File: config.mk
export PLATFORM = sky130hd
export DESIGN_NAME = dht11_ctrl
export DESIGN_NICKNAME = d
export VERILOG_FILES = /design/src/rtl/dht11_ctrl.sv
export SDC_FILE = /design/constraint.sdc
export NUM_CORES = 1
export LEC_CHECK = 0
export CAP_MARGIN = 40
export CORE_MARGIN = 3
export CORE_UTILIZATION = 40
export DETAILED_ROUTE_END_ITERATION = 12
export MAX_ROUTING_LAYER = met4
export SLEW_MARGIN = 20
export SYNTH_ARGS = -nofsm -noshare
export SYNTH_HDL_FRONTEND = slang
export SYNTH_SLANG_ARGS = --single-unit
File: constraint.sdc
create_clock -name clk -period 3.85 [get_ports clk]
set_input_delay 0.77 -clock clk [delete_from_list [all_inputs] [get_ports clk]]
set_output_delay 0.77 -clock clk [all_outputs]
set_load 0.005 [all_outputs]
File: src/rtl/dht11_ctrl.sv
// -----------------------------------------------------------------------------
// dht11_ctrl
// Single-wire bus controller for the DHT11 temperature/humidity sensor.
// A start request drives the host start pulse, waits for the sensor response,
// times 40 data bits, verifies the checksum and presents the reading together
// with a one-cycle done pulse (err/err_code report the outcome).
//
// Ports
//   clk       system clock
//   rst_n     asynchronous active-low reset
//   start     measurement request, accepted only while idle
//   dht_in    raw bus level (asynchronous)
//   dht_oe    1 = pad pulls the bus low, 0 = released (pull-up)
//   busy      transaction in progress (stays high through the done cycle)
//   done      one-cycle end-of-transaction pulse
//   err       transaction failed (valid with done, held until next done)
//   err_code  0 none, 1 no response, 2 bit timeout, 3 checksum
//   hum_int, hum_dec, temp_int, temp_dec   last good reading
// -----------------------------------------------------------------------------
module dht11_ctrl #(
   parameter int CYC_PER_US    = 50,
   parameter int START_US      = 18000,
   parameter int TIMEOUT_US    = 100,
   parameter int BIT_THRESH_US = 40
) (
   input  logic       clk,
   input  logic       rst_n,
   input  logic       start,
   input  logic       dht_in,
   output logic       dht_oe,
   output logic       busy,
   output logic       done,
   output logic       err,
   output logic [1:0] err_code,
   output logic [7:0] hum_int,
   output logic [7:0] hum_dec,
   output logic [7:0] temp_int,
   output logic [7:0] temp_dec
);

   typedef enum logic [3:0] {
      S_IDLE, S_START_LOW, S_RELEASE, S_RESP_LOW, S_RESP_HIGH,
      S_BIT_LOW, S_BIT_HIGH, S_CHECK, S_FAIL
   } state_t;

   localparam int PW = (CYC_PER_US > 1) ? $clog2(CYC_PER_US) : 1;
   localparam logic [PW-1:0] PRE_LAST = PW'(CYC_PER_US - 1);
   // The entry cycle itself is counted, so a phase lasting H us reads H when
   // its terminating edge is detected (both edges see the same sync latency).
   localparam logic [PW-1:0] PRE_ENTRY = (CYC_PER_US > 1) ? PW'(1) : '0;
   localparam logic [14:0]   US_ENTRY  = (CYC_PER_US > 1) ? 15'd0 : 15'd1;
   localparam logic [14:0]   START_C   = 15'(START_US);
   localparam logic [14:0]   TIMEOUT_C = 15'(TIMEOUT_US);
   localparam logic [14:0]   THRESH_C  = 15'(BIT_THRESH_US);

   state_t        state_reg, state_next;
   logic [1:0]    fail_next, fail_code_reg;
   logic          sync1_reg, sync2_reg, s_in_d_reg;
   logic          s_in, rise, fall, timeout, bit_val, sum_ok;
   logic [PW-1:0] pre_reg;
   logic [14:0]   us_cnt_reg;
   logic [39:0]   shift_reg;
   logic [5:0]    bit_idx_reg;
   logic [7:0]    rx_byte [5];
   logic [7:0]    sum;

   assign s_in    = sync2_reg;
   assign rise    = s_in & ~s_in_d_reg;
   assign fall    = ~s_in & s_in_d_reg;
   assign timeout = (us_cnt_reg > TIMEOUT_C);
   assign bit_val = (us_cnt_reg >= THRESH_C);

   // Received bytes, byte 0 being the first one on the wire.
   genvar gi;
   generate
      for (gi = 0; gi < 5; gi++) begin : g_byte
         assign rx_byte[gi] = shift_reg[39-8*gi -: 8];
      end
   endgenerate

   assign sum    = rx_byte[0] + rx_byte[1] + rx_byte[2] + rx_byte[3];
   assign sum_ok = (sum == rx_byte[4]);

   assign dht_oe = (state_reg == S_START_LOW);
   // busy covers the done cycle so it falls one cycle after done.
   assign busy   = (state_reg != S_IDLE) | done;

   always_comb begin
      state_next = state_reg;
      fail_next  = 2'd0;
      case (state_reg)
         S_IDLE:      if (start && !done) state_next = S_START_LOW;
         S_START_LOW: if (us_cnt_reg == START_C) state_next = S_RELEASE;
         S_RELEASE: begin
            if (fall) state_next = S_RESP_LOW;
            else if (timeout) begin state_next = S_FAIL; fail_next = 2'd1; end
         end
         S_RESP_LOW: begin
            if (rise) state_next = S_RESP_HIGH;
            else if (timeout) begin state_next = S_FAIL; fail_next = 2'd1; end
         end
         S_RESP_HIGH: begin
            if (fall) state_next = S_BIT_LOW;
            else if (timeout) begin state_next = S_FAIL; fail_next = 2'd1; end
         end
         S_BIT_LOW: begin
            if (rise) state_next = S_BIT_HIGH;
            else if (timeout) begin state_next = S_FAIL; fail_next = 2'd2; end
         end
         S_BIT_HIGH: begin
            if (fall) state_next = (bit_idx_reg == 6'd39) ? S_CHECK : S_BIT_LOW;
            else if (timeout) begin state_next = S_FAIL; fail_next = 2'd2; end
         end
         S_CHECK: begin
            if (sum_ok) state_next = S_IDLE;
            else begin state_next = S_FAIL; fail_next = 2'd3; end
         end
         S_FAIL:  state_next = S_IDLE;
         default: state_next = S_IDLE;
      endcase
   end

   always_ff @(posedge clk or negedge rst_n) begin
      if (!rst_n) begin
         state_reg     <= S_IDLE;
         sync1_reg     <= 1'b0;
         sync2_reg     <= 1'b0;
         s_in_d_reg    <= 1'b0;
         pre_reg       <= '0;
         us_cnt_reg    <= '0;
         shift_reg     <= '0;
         bit_idx_reg   <= '0;
         fail_code_reg <= '0;
         done          <= 1'b0;
         err           <= 1'b0;
         err_code      <= 2'd0;
         hum_int       <= 8'h00;
         hum_dec       <= 8'h00;
         temp_int      <= 8'h00;
         temp_dec      <= 8'h00;
      end else begin
         state_reg  <= state_next;
         sync1_reg  <= dht_in;
         sync2_reg  <= sync1_reg;
         s_in_d_reg <= sync2_reg;

         // Phase timer restarts on every state change.
         if (state_next != state_reg) begin
            pre_reg    <= PRE_ENTRY;
            us_cnt_reg <= US_ENTRY;
         end else if (pre_reg == PRE_LAST) begin
            pre_reg <= '0;
            if (us_cnt_reg != 15'h7fff) us_cnt_reg <= us_cnt_reg + 15'd1;
         end else begin
            pre_reg <= pre_reg + PW'(1);
         end

         if (state_reg == S_RESP_HIGH && fall) bit_idx_reg <= 6'd0;
         if (state_reg == S_BIT_HIGH && fall) begin
            shift_reg   <= {shift_reg[38:0], bit_val};
            bit_idx_reg <= bit_idx_reg + 6'd1;
         end

         if (state_next == S_FAIL) fail_code_reg <= fail_next;

         done <= 1'b0;
         if (state_reg == S_CHECK && sum_ok) begin
            done     <= 1'b1;
            err      <= 1'b0;
            err_code <= 2'd0;
            hum_int  <= rx_byte[0];
            hum_dec  <= rx_byte[1];
            temp_int <= rx_byte[2];
            temp_dec <= rx_byte[3];
         end else if (state_reg == S_FAIL) begin
            done     <= 1'b1;
            err      <= 1'b1;
            err_code <= fail_code_reg;
         end
      end
   end

endmodule
Word-level counts from Yosys, hierarchy flattened. Cells that the tools add are included.

Bits in latches: 0. Bits of input ports: 4. Logic and storage cells: 89. Memory bits (writable): 0. Memories: 0. ROM bits: 0. Bits in registers: 112.

Equality and inequality tests: 15. Shifts and indexed selects: 0. Magnitude comparators: 2. Reductions and logical operators: 13. Multiplexer cells: 32. Div/mod/pow operators: 0. $add $sub $neg: 6. Bitwise logic cells: 5. Multiply operators: 0.

Operators by type and width (count): $mux 15 (3); $mux 4 (9); $pmux 4 s8 (1); $add 8x8->8 (3); $mux 6 (4); $eq 4x3->1 const B (4); $mux 2 (8); $add 15x1->15 const B (1); $eq 15x15->1 const B (1); $ge 15x6->1 const B (1); $gt 15x7->1 const B (1); $ne 15x15->1 const B (1); $add 6x1->6 const B (2); $eq 6x6->1 const B (2); $pmux 2 s5 (1); $eq 4x2->1 const B (2); $eq 4x4->1 const B (2); $eq 8x8->1 (1); $reduce_bool 2->1 (4); $mux 1 (6); $eq 4x1->1 const B (1); $logic_and 1x1->1 (4); $logic_not 4->1 (1); $ne 4x4->1 (1); other kinds (7) (9).

Longest topological paths before layout. Gate-level depths: netlist of the first run.

Depth after elaboration: 9. Mapped depth: 13. Depth with buffers taken out: 12.

Worst setup path before layout of the first run. Ideal clock, no wire load.

Kind: register to register. Start: register shift_reg[9] (netlist: rx_byte[9]). End: register hum_dec[0]. Buffers on the path: 1. Data required time: 3.725 ns. Path slack: -0.110 ns. Arrival time: 3.835 ns. Cell stages (with the launch flop): 14. Period minus slack after synthesis: 3.960 ns. Path through: dfrtp_1 > fa_1 > inv_1 > fa_1 > inv_1 > ha_1 > fa_1 > a21o_1 > a21oi_1 > o21ai_0 > xnor2_1 > nor4b_4 > buf_6 > mux2_2.

Longest elaborated chain between the ends: 3.

RTL lines: start: declaration (RTL line 62) `logic [39:0] shift_reg;`; start signal: assignment (RTL line 160) `shift_reg <= {shift_reg[38:0], bit_val};`; $add 8x8->8 (RTL line 81) `assign sum = rx_byte[0] + rx_byte[1] + rx_byte[2] + rx_byte[3];`; $eq 8x8->1 (RTL line 82) `assign sum_ok = (sum == rx_byte[4]);`; $logic_and 1x1->1 (RTL line 167) `if (state_reg == S_CHECK && sum_ok) begin`; end signal: assignment (RTL line 172) `hum_dec <= rx_byte[1];`; end: declaration (RTL line 36) `output logic [7:0] hum_dec,`.

Every way passes these cells. A chain may end at the register's enable or synchronous reset.

Final worst setup path of the first run.
Start: register shift_reg[9] (netlist: rx_byte[9]). End: register temp_dec[4].

Longest elaborated chain between the ends: 3.

RTL lines: $add 8x8->8 (RTL line 81); $eq 8x8->1 (RTL line 82); $logic_and 1x1->1 (RTL line 167); end signal: assignment (RTL line 174) `temp_dec <= rx_byte[3];`; end: declaration (RTL line 38) `output logic [7:0] temp_dec`.

Every way passes these cells.

==> results, run 1 <==
- The flow ran to the end, and the final reports show no timing, DRC or antenna violations.
- The area growth from synthesis to layout is 21.42%.
- The net count after synthesis is 487.
- The count of buffers added on input and output ports is just over 40.
- The worst setup path is captured at a register.
- In this run the cell area measured after placement is 0.006227 sq mm.
- The CTS tree is done.
- The initialized floorplan defines 42 standard-cell rows.
- After layout, the worst path uses between 90 and 100% of the clock period.
- Setup violations remaining at the end of the flow were counted as 0.
- The wire length after detailed routing is 10.89 mm.
- The number of pins with negative max-slew slack in the final report is 0.
- The critical setup path kind is register to register.
- The worst path meets setup with between 0.002 and 0.003 ns of slack.
- After clock tree synthesis, the clock-pin slew on the worst setup and hold paths is about 0.080 ns.
- After synthesis, the share of flip-flops with an asynchronous set or reset is 100.0%.
- The via count is 3519.
- For the worst setup path, the data required time is 4.10 ns.
- The maximum fanout encountered on the critical timing path is 10.
- The total chip power is approximately 2.3 mW.
- From left edge to right edge, the die measures 123.0 um.
- For this design the total switching power over the nets is 0.5600 mW.
- The number of library cell types mapped by synthesis is 49.
- The first routing iteration left 302 violations.
- Among all flip-flop cells after synthesis, the most frequent one is sky130_fd_sc_hd__dfrtp_1.
- Counting every instance in the synthesized netlist gives 457.
- Routability-driven placement finished with a final weighted congestion of 0.7977.
- Net switching is 24.03% of the power.
- The number of clock sinks seen by CTS is approximately 110.
- Summed over all cells, the static leakage comes to 3.163 nW.
- The top-level port count is 42.
- The power density over the cells is 350.2 mW/mm^2.
- Cells with a size suffix above 1 make up 23.51% of the layout.
- The transition at the pin with the smallest max-transition slack is 0.5931 ns.
- The floorplan step defined a die boundary enclosing approximately 0.015 sq mm.
- The total area inside the core boundary comes to 0.01330 sq mm.
- In this run the remaining antenna-violating nets after routing total 0.
- The detail-routed via count per cell is roughly 5.1.
- The cell internal power dissipation is between 1.5 and 2 mW.
- The number of violations of the max-capacitance limit is 0.
- The number of antenna diodes in the final layout is 0.
- The maximum buffer depth of the clock tree is 2.
- The number of clock buffers added by TritonCTS is 9.
- Buffers inserted to repair hold after CTS numbered 0.
- The starting utilization of the core area is 41.21%.
- The register with the most flip-flops in the layout has 40 of them.
- The total half-perimeter wirelength after legalization and detailed placement is about 7.6 mm.
- The number of levels the H-tree was split into is 3.
- The number of design rule violations left after detail routing is 0.
- The upper clock frequency limit is about 260 MHz.
- The time the worst path needs with I/O delays and setup is 3.847 ns.
- After synthesis the cells add up to 0.005479 sq mm.
- Entering global routing, the biggest net connects between 50 and 60 pins.
- The post-route cell area is about 0.0067 sq mm.
- Sequential elements use 51.15% of the synthesized area.
- Sequential cells burn 54.2% of the power.
- The register cell area after layout is 0.002803 sq mm.
- Global routing used 15.81% of the available tracks across all layers.
- The number of warnings printed during yosys synthesis is 0.
- The detail-routed net length per standard cell is 15.67 um.
- The final cell count without fillers is roughly 700.
- The vertical die dimension is 123.0 um.
- Fill cells in the final layout number 1158.
- The number of global-route vias before repair was between 3k and 4k.
- Summing all multi-input logic gate instances after layout gives around 0.0026 sq mm.
- The average footprint of a synthesized cell is 11.99 sq um.
- The number of iterations in the first detailed-routing pass is 4.
- The tightest min-delay check is of the primary input to asynchronous set/reset pin type.
- The setup skew after layout is ~0.013 ns.
- The clock network fraction of total power is 39.7%.
- The worst setup path is launched from a register.
- The final hold violation count is 0.
- IR analysis of the VDD net gives a maximum drop of 0.2381 mV.
- After global routing the overflow that remains totals 0.
- The initial antenna violation count is 0.
- The share of total power dissipated in combinational logic is 6.2%.
- After detailed placement, the design holds a cell count of ~680.
- The tree is rooted in a sky130_fd_sc_hd__clkbuf_16.
- After synthesis the netlist holds a flip-flop and latch count of approximately 110.
- For this run, the post-layout net count is 544.
- Clock latency on the worst-skew pair, taken at its later pin, is 0.36 ns.
- The pre-CTS setup slack is -0.08135 ns.
- The worst pin sits at a relative slew slack of 59.96%.
- The critical path data arrival time is 4.10 ns.
- Yosys mapped a number of flops with a built-in enable equal to 0.
- Setup repair after global routing could not meet its margin everywhere.
- The final standard cell utilization of the core is 50.04%.
- The first-pass GRT wire length is about 18 mm.
-- layout make-up --
cell class	count	area share [%]
flip-flops and latches	112	42.13
clock inverters	5	0.6771
inverters	18	1.016
well taps	176	3.310
clock buffers	11	3.799
multi-input cells	310	39.59
repair buffers	63	9.479
-- cells by family (layout without fill, tap and decap cells) --
logic type | Yosys count | after routing | synth area share (%)
fa+ha+maj | 26 | 26 | 7.856
xor+xnor | 32 | 32 | 5.115
compound gates | 58 | 58 | 6.920
mux | 70 | 70 | 14.30
buf+inv | 35 | 97 | 2.809
simple gates | 124 | 124 | 11.85
flops | 112 | 112 | 51.15
-- power by group through the flow --
stage / logic [mW] / clock network, mW / registers [mW]
floorplan: 0.0971 / 0 / 1.28
global placement: 0.141 / 0 / 1.28
detailed placement: 0.149 / 0 / 1.29
CTS: 0.150 / 0.957 / 1.26
global route: 0.169 / 1.01 / 1.27
finish: 0.144 / 0.924 / 1.26
-- Yosys cell counts (5+ instances only) --
cell type	n	share of area [%]
sky130_fd_sc_hd__nand3_1	12	1.1
sky130_fd_sc_hd__mux2_2	62	13
sky130_fd_sc_hd__nor3_1	10	0.91
sky130_fd_sc_hd__xor2_1	15	2.4
sky130_fd_sc_hd__ha_1	12	2.7
sky130_fd_sc_hd__inv_1	18	1.2
sky130_fd_sc_hd__a21oi_1	10	0.91
sky130_fd_sc_hd__clkbuf_1	12	0.82
sky130_fd_sc_hd__fa_1	14	5.1
sky130_fd_sc_hd__nor2b_1	5	0.57
sky130_fd_sc_hd__nor2_1	29	2.0
sky130_fd_sc_hd__xnor2_1	17	2.7
sky130_fd_sc_hd__nand2_1	29	2.0
sky130_fd_sc_hd__o21ai_0	20	1.8
sky130_fd_sc_hd__dfrtp_1	112	51
sky130_fd_sc_hd__nand4_1	9	1.0
sky130_fd_sc_hd__or2_2	5	0.57
-- worst max-delay path, cell delays in order, from the launching register on --
cell and delay [ns]:
sky130_fd_sc_hd__dfrtp_1 0.40, sky130_fd_sc_hd__fa_1 0.57, sky130_fd_sc_hd__inv_2 0.04, sky130_fd_sc_hd__fa_1 0.49
sky130_fd_sc_hd__inv_1 0.05, sky130_fd_sc_hd__ha_2 0.19, sky130_fd_sc_hd__fa_2 0.53, sky130_fd_sc_hd__xor2_1 0.08
sky130_fd_sc_hd__a2111oi_2 0.24, sky130_fd_sc_hd__o2111ai_2 0.20, sky130_fd_sc_hd__nor4b_4 0.26, sky130_fd_sc_hd__buf_6 0.18
sky130_fd_sc_hd__clkbuf_16 0.17, sky130_fd_sc_hd__mux2_2 0.33
-- cells in the final DEF, fill, tap and decap left out, types with 2 or more instances in the layout --
cell type                         count
sky130_fd_sc_hd__dfrtp_1            112
sky130_fd_sc_hd__mux2_2              44
sky130_fd_sc_hd__clkdlybuf4s50_1     40
sky130_fd_sc_hd__nor2_1              29
sky130_fd_sc_hd__nand2_1             29
sky130_fd_sc_hd__mux2_4              21
sky130_fd_sc_hd__o21ai_0             19
sky130_fd_sc_hd__buf_4               18
sky130_fd_sc_hd__inv_1               17
sky130_fd_sc_hd__xnor2_1             16
sky130_fd_sc_hd__xor2_1              15
sky130_fd_sc_hd__fa_1                13
sky130_fd_sc_hd__nand3_1             11
sky130_fd_sc_hd__ha_1                11
sky130_fd_sc_hd__nor3_1              10
sky130_fd_sc_hd__clkbuf_16           10
sky130_fd_sc_hd__a21oi_1              9
sky130_fd_sc_hd__nand4_1              9
sky130_fd_sc_hd__or2_2                5
sky130_fd_sc_hd__nor2b_1              5
sky130_fd_sc_hd__nand2b_1             4
sky130_fd_sc_hd__or4_1                4
sky130_fd_sc_hd__nor3b_1              4
sky130_fd_sc_hd__a21o_1               4
sky130_fd_sc_hd__a31oi_1              4
sky130_fd_sc_hd__mux2i_1              4
sky130_fd_sc_hd__o211ai_1             3
sky130_fd_sc_hd__o21bai_1             3
sky130_fd_sc_hd__nor4_1               2
sky130_fd_sc_hd__and3b_1              2
sky130_fd_sc_hd__and2_1               2
sky130_fd_sc_hd__and4_1               2
sky130_fd_sc_hd__and3_1               2
sky130_fd_sc_hd__a22o_1               2
sky130_fd_sc_hd__clkbuf_8             2
sky130_fd_sc_hd__inv_8                2
sky130_fd_sc_hd__buf_6                2
-- routing by layer --
layer  track usage (%)  vias to the layer above  wire, um
met4             3.737                        0       123
met3             4.575                       12       349
li1                  -                     1715         -
met2             23.40                       51      5066
met1             21.68                     1741      5352
met5                 -                        -         0
-- repair_timing --
| action | 4_1_cts | 5_1_grt |
|---|---|---|
| buffers inserted | 1 | 1 |
| resized for setup | 2 | 22 |
| cloned | 1 | 1 |
| setup endpoints to repair | 32 | 36 |
| pin swaps | 1 | 1 |
-- per-stage QoR --
stage	setup TNS, ns	hold WS (ns)
detailed placement	-1.327	0.3740
floorplan	-1.066	0.3312
CTS	-0.3146	0.3077
finish	0	0.3028
global route	-4.889	0.3126
global placement	-0.4322	0.3806
-- path summary, 6_finish.rpt --
path,from,endpoint,slack [ns],depth (start not counted)
min in group clk,sync1_reg,s_in,0.38,0
hold reg to reg,sync1_reg,s_in,0.38,0
hold / removal,rst_n,us_cnt_reg[0],0.30,1
setup / recovery,rx_byte[9],temp_dec[4],0.003,13
max in group asynchronous,rst_n,rx_byte[9],2.93,2
setup reg to reg,rx_byte[9],temp_dec[4],0.003,13
No activity file was read; power rests on OpenSTA's default activity.
==> run 2: changes to the inputs <==
- SETUP_SLACK_MARGIN: not set -> 0.3
==> run 2 against run 1 <==
Against the previous run: largest cell class unchanged; total power up 1.8%; final cell count shrank 0.43%; worst hold slack better by 0.061 ns; setup slack improved by 0.011 ns; critical endpoint is now temp_dec[5]; first-iteration DRC count decreased by 20%.
==> results, run 2 (synthesis results as in run 1) <==
- The detail-routed net length per standard cell is 16.13 um.
- The remaining max-slew budget at the tightest pin is 58.46%.
- The library cell used most frequently in the layout, excluding fill and tap cells, is sky130_fd_sc_hd__dfrtp_1.
- The clock reaches the later pin of the worst-skew pair after 0.36 ns.
- In this run the remaining antenna-violating nets after routing total 0.
- The final hold violation count is 0.
- Measured along the x axis, the die boundary spans 123.0 um.
- The starting DRC count in detailed routing is 241.
- The global routing usage summed across all routing layers is 16.41%.
- The initialized floorplan defines 42 standard-cell rows.
- The transition at the pin with the smallest max-transition slack is 0.6174 ns.
- Wires add up to 11.16 mm.
- For this run the aggregate overflow at the end of global routing stands at 0.
- TritonCTS built the clock tree.
- The setup skew after layout is 0.009615 ns.
- The number of iterations in the first detailed-routing pass is 4.
- Input and output buffers added on the ports amount to a little over 40.
- The analysis attributes to cell leakage a power of 3.144 nW.
- For this configuration, the core starts out at a cell density of 41.21%.
- The final hold slack is 0.3637 ns.
- The detail-routed via count per cell is 5.152.
- The number of violations of the max-capacitance limit is 0.
- The worst setup path is captured at a register.
- The layout filler cell count is between 1k and 1.5k.
- The final-stage net count is roughly 540.
- The maximum number of pins on one net before global-route repair is between 40 and 50.
- Cells with a size suffix above 1 make up 23.26% of the layout.
- Setup violations remaining at the end of the flow were counted as 0.
- The floorplan step defined a die boundary enclosing 0.01514 sq mm.
- The number of antenna diodes in the final layout is 0.
- The area growth from synthesis to layout is 21.17%.
- Power spread over the standard cell area amounts to 357.3 mW/mm^2.
- The initial antenna violation count is 0.
- Data on the critical path arrives at its endpoint at 4.08 ns.
- In this run the cell area measured after placement is just over 0.006 sq mm.
- The first global-routing pass estimated ~19 mm of wire.
- Across the VDD grid, the largest voltage drop is 0.1749 mV.
- The completed layout was analyzed and its total power is roughly 2.4 mW.
- The critical setup path kind is register to register.
- The core region is between 0.01 and 0.015 sq mm.
- The upper clock frequency limit is 260.6 MHz.
- The time the worst path needs with I/O delays and setup is 3.837 ns.
- In this run the deepest clock path goes through 2 buffers.
- The run finished with clean final reports.
- After layout, the worst path uses roughly 100% of the clock period.
- The type of the tightest min-delay check is primary input to asynchronous set/reset pin.
- The vertical die dimension is between 100 and 150 um.
- The number of pins with negative max-slew slack in the final report is 0.
- The kind of launch point of the worst setup path is a register.
- The number of global-route vias before repair is 3678.
- The register with the most flip-flops in the layout has 40 of them.
- 42 I/O pins were placed.
- CTS built an H-tree with a depth of 3.
- Detailed placement ended at an HPWL of roughly 7.6 mm.
- Setup repair after global routing could not meet its margin everywhere.
- The placer congestion estimate is 0.8279.
- Of all nets on the critical path, the largest fanout is 9.
- The via count is 3565.
- At the worst endpoint, the required time is 4.10 ns.
- After routing the design area is 0.006639 sq mm.
- The clock drives 112 sinks.
- For the final routed database, the setup TNS stands at 0 ns.
- The clock-pin slew reported for the worst setup and hold paths after clock tree synthesis is about 0.070 ns.
- In the layout the commonest cells are 112 x sky130_fd_sc_hd__dfrtp_1, 50 x sky130_fd_sc_hd__mux2_2, 40 x sky130_fd_sc_hd__clkdlybuf4s50_1.
- Clock tree synthesis inserted a total of 9 buffers.
- The clock tree root buffer cell is sky130_fd_sc_hd__clkbuf_16.
- The number of design rule violations left after detail routing is 0.
## run 2: layout make-up
type | instances | area [sq um] | area share [%]
inverters | 18 | 67.56 | 1.018
repair buffers | 60 | 615.6 | 9.273
clock inverters | 7 | 80.08 | 1.206
clock buffers | 9 | 225.2 | 3.392
multi-input cells | 310 | 2628 | 39.58
flip-flops and latches | 112 | 2803 | 42.22
well taps | 176 | 220.2 | 3.317
## run 2: where the power goes
| group | switching, mW | internal, mW |
|---|---|---|
| combinational | 0.0813 | 0.0656 |
| clock | 0.451 | 0.513 |
| sequential | 0.0426 | 1.22 |
| total | 0.575 | 1.80 |
## run 2: per-stage QoR
step	instances	utilization, %	setup slack, ns
after floorplan	457	-	-0.04519
after global placement	669	46.35	-0.03266
after detailed placement	670	46.56	-0.08286
after CTS	689	49.13	-0.03140
after global routing	692	49.93	-0.08012
final	692	49.93	0.01330
## run 2: worst paths after layout
path,startpoint,end,slack [ns],cells past startpoint
max in group asynchronous,rst_n,rx_byte[34],2.60,3
hold / removal,rst_n,us_cnt_reg[3],0.36,1
setup / recovery,rx_byte[9],temp_dec[5],0.01,13
hold reg to reg,sync1_reg,s_in,0.37,0
setup reg to reg,rx_byte[9],temp_dec[5],0.01,13
min in group clk,sync1_reg,s_in,0.37,0
## run 2: routing by layer
| layer | track usage [%] | up-vias | wire, um |
|---|---|---|---|
| met4 | 5.398 | 0 | 91 |
| met3 | 3.660 | 9 | 350 |
| met2 | 24.29 | 55 | 5228 |
| met1 | 22.61 | 1791 | 5491 |
| li1 | - | 1710 | - |
| met5 | - | - | 0 |
## run 2: critical path, stage by stage (launching register included)
cell and delay [ns]:
sky130_fd_sc_hd__dfrtp_1 0.40, sky130_fd_sc_hd__fa_1 0.55, sky130_fd_sc_hd__inv_2 0.04, sky130_fd_sc_hd__fa_1 0.49, sky130_fd_sc_hd__inv_1 0.04, sky130_fd_sc_hd__ha_2 0.17, sky130_fd_sc_hd__fa_2 0.53, sky130_fd_sc_hd__xor2_1 0.08
sky130_fd_sc_hd__a2111oi_2 0.25, sky130_fd_sc_hd__o2111ai_2 0.22, sky130_fd_sc_hd__nor4b_4 0.26, sky130_fd_sc_hd__buf_6 0.18, sky130_fd_sc_hd__clkbuf_16 0.18, sky130_fd_sc_hd__mux2_2 0.33
## run 2: what timing repair did
action,CTS,global route
gates resized for setup,6,15
setup buffers,2,2
hold buffers,0,0
gates cloned,1,1
pin swaps,4,2
setup endpoints to repair,39,39
==> run 3: changes to the inputs <==
- CORE_MARGIN: 3 -> 10
==> run 3 against run 2 <==
Against the previous run: the run now ends with setup timing left; final cell count shrank 0.14%; flip-flop and latch count is the same; clock power grew 6%; largest power group unchanged.
==> results, run 3 (synthesis results as in run 1) <==
- The type of the tightest min-delay check is primary input to asynchronous set/reset pin.
- The leakage power total is 3.163 nW.
- The final reports fail on setup timing.
- The final-stage net count is 541.
- The time the worst path needs with I/O delays and setup is 3.861 ns.
- The worst setup path is captured at a register.
- In this design, the stage delay of the slowest critical-path cell is 0.56 ns.
- The multi-input gate area in the final layout is 0.002646 sq mm.
- For this run, the top clock speed supported by timing is between 200 and 300 MHz.
- The clock net in this run drives a total of about 110 sinks.
- The starting utilization of the core area is between 40% and 50%.
- STA puts the critical path data arrival time at ~4.1 ns.
- The post-route cell area is 0.006708 sq mm.
- Once routing completed, OpenROAD measured the worst setup slack at -0.01062 ns.
- The initial antenna violation count came to 0.
- The final period utilization is 100.3%.
- The design draws about 2.4 mW.
- The number of buffers inserted by hold repair at cts is 0.
- The detail-routed via count per cell is 5.120.
- In the layout the commonest cells are 112 x sky130_fd_sc_hd__dfrtp_1, 47 x sky130_fd_sc_hd__mux2_2, 40 x sky130_fd_sc_hd__clkdlybuf4s50_1.
- STA classifies the critical path startpoint as a register.
- The repair_antennas step left the layout with diodes totalling 0.
- In the final routed layout, each cell accounts on average for 16.48 um.
- The number of port buffers is 41.
- The clock-pin slew reported for the worst setup and hold paths after clock tree synthesis is 0.07 ns.
- The global routing usage summed across all routing layers is 12.92%.
- In the final layout, the share of cells above drive strength 1 is 23.30%.
- Cells fill between 50 and 60% of the core in the end.
- The most numerous cell on the critical path is sky130_fd_sc_hd__fa_1.
- Across the VDD grid, the largest voltage drop is between 0.2 and 0.25 mV.
- The first global-routing pass estimated ~19 mm of wire.
- The final hold violation count is 0.
- The launch instance of the worst register-to-register path is rx_byte[9].
- The endpoint required time on the critical path is 4.10 ns.
- The CTS tree is done.
- The worst-case reg-to-reg path depth is 14.
- In this run the critical register-to-register path is captured at hum_int[3].
- The row count is 42.
- The clock buffer count from CTS is 9.
- At the pin with the least slew margin, the transition time is 0.7014 ns.
- In this run the number of H-tree levels came out at 3.
- The worst reg-to-reg setup slack is -0.01 ns.
- The clock passes through at most 2 buffers.
- The first TritonRoute pass finished after 4 iterations.
- In this run the worst path has a maximum fanout of 9.
- In the final timing run, aggregate negative setup slack is -0.04685 ns.
- Once detail routing completed, the nets flagged for antenna violations numbered 0.
- The register cell area after layout is around 0.0028 sq mm.
- The clock latency on the worst-skew pair is 0.36 ns.
- From synthesis to final layout, the design area changed by 22.43%.
- The leading cell type in the layout, fill and taps excluded is sky130_fd_sc_hd__dfrtp_1.
- The top-level port count is 42.
- The setup-violating endpoint count in the final report is 8.
- The run finished, with violations left.
- The region available for standard cell placement spans 0.01335 sq mm.
- The signal on the critical path passes through fa_1 > inv_2 > fa_1 > inv_1 > ha_2 > fa_2 > a21o_1 > a21oi_2 > xnor2_1 > o2111ai_2 > nor4b_4 > buf_6 > clkbuf_16 > mux2_2.
- The critical path's slowest cell is sky130_fd_sc_hd__fa_1.
- After detailed routing, the total wire length is between 10 and 15 mm.
- The via count is 3538.
- The critical path in this run is classified as register to register.
- The maximum number of pins on one net before global-route repair is 65.
- The number of global-route vias before repair is 3718.
- The number of design rule violations left after detail routing is 0.
- The placer congestion estimate is 0.8188.
- The layout filler cell count is 1224.
- The number of pins with negative max-slew slack in the final report is 0.
- The total cell area at the placement stage is 0.006170 sq mm.
- The number of violations of the max-capacitance limit is 0.
- The remaining max-slew budget at the tightest pin is 52.65%.
- Setup repair after global routing could not meet its margin everywhere.
- Across the routed clock network, the largest skew measured is 0.01218 ns.
- The register with the most flip-flops in the layout has 40 of them.
- After global routing the overflow that remains totals 0.
- From left edge to right edge, the die measures approximately 140 um.
- The total half-perimeter wirelength after legalization and detailed placement is 7.717 mm.
- The die covers 0.01878 sq mm.
- The vertical die dimension is ~140 um.
- The clock tree root buffer cell is sky130_fd_sc_hd__clkbuf_16.
- Dividing total power by cell area gives a power density of roughly 360 mW/mm^2.
- The starting DRC count in detailed routing is 137.
run 3: area by class of cell:
type | count | area share [%]
multi-input cells | 310 | 39.45
inverters | 18 | 1.007
repair buffers | 60 | 9.625
clock inverters | 5 | 1.287
clock buffers | 10 | 3.563
well taps | 176 | 3.283
flip-flops and latches | 112 | 41.78
run 3: critical path, delay by kind of cell (launching register included):
family                   cells  cell delay [ns]
AND/OR/NAND/NOR              1             0.26
XOR/XNOR                     1             0.15
adder cells (fa/ha/maj)      4             1.59
buffers and inverters        4             0.47
multiplexers                 1             0.33
AO/OA/AOI/OAI                3             0.56
flip-flops                   1             0.40
run 3: routing by layer:
| metal | GRT usage (%) | wire (um) | up-vias |
|---|---|---|---|
| li1 | - | - | 1710 |
| met4 | 4.918 | 199 | 0 |
| met3 | 3.446 | 403 | 14 |
| met2 | 18.61 | 5201 | 52 |
| met5 | - | 0 | - |
| met1 | 17.03 | 5583 | 1762 |
run 3: timing repair:
action                                  4_1_cts  5_1_grt
pin swaps                                     3        1
resized for setup                             7       21
buffers inserted                              1        1
endpoints found under the setup margin       36       39
gates cloned                                  1        2
run 3: how the worst max path moves through the flow:
stage / from / slack (ns) / depth (start not counted) / endpoint
after global placement: rx_byte[9] / -0.03 / 12 / hum_dec[1]
after detailed placement: rx_byte[9] / -0.08 / 12 / hum_dec[3]
after global routing: rx_byte[9] / -0.15 / 13 / hum_int[3]
after floorplan: rx_byte[9] / -0.05 / 12 / hum_dec[0]
after CTS: rx_byte[9] / -0.02 / 13 / temp_int[7]
final: rx_byte[9] / -0.01 / 14 / hum_int[3]
run 3: through the flow:
| step | setup slack [ns] | hold WS, ns | std cells |
|---|---|---|---|
| 2_1_floorplan | -0.04519 | 0.3312 | 457 |
| 5_1_grt | -0.1504 | 0.2921 | 691 |
| 6_report | -0.01062 | 0.2813 | 691 |
| 3_3_place_gp | -0.03400 | 0.3438 | 670 |
| 4_1_cts | -0.01751 | 0.3687 | 687 |
| 3_5_place_dp | -0.07551 | 0.3523 | 670 |
run 3: power breakdown:
group | leakage (nW) | total, mW | internal (mW) | switching (mW)
Sequential | 1.54 | 1.26 | 1.22 | 0.0429
Combinational | 1.46 | 0.148 | 0.0660 | 0.0817
Clock | 0.160 | 1.02 | 0.591 | 0.433
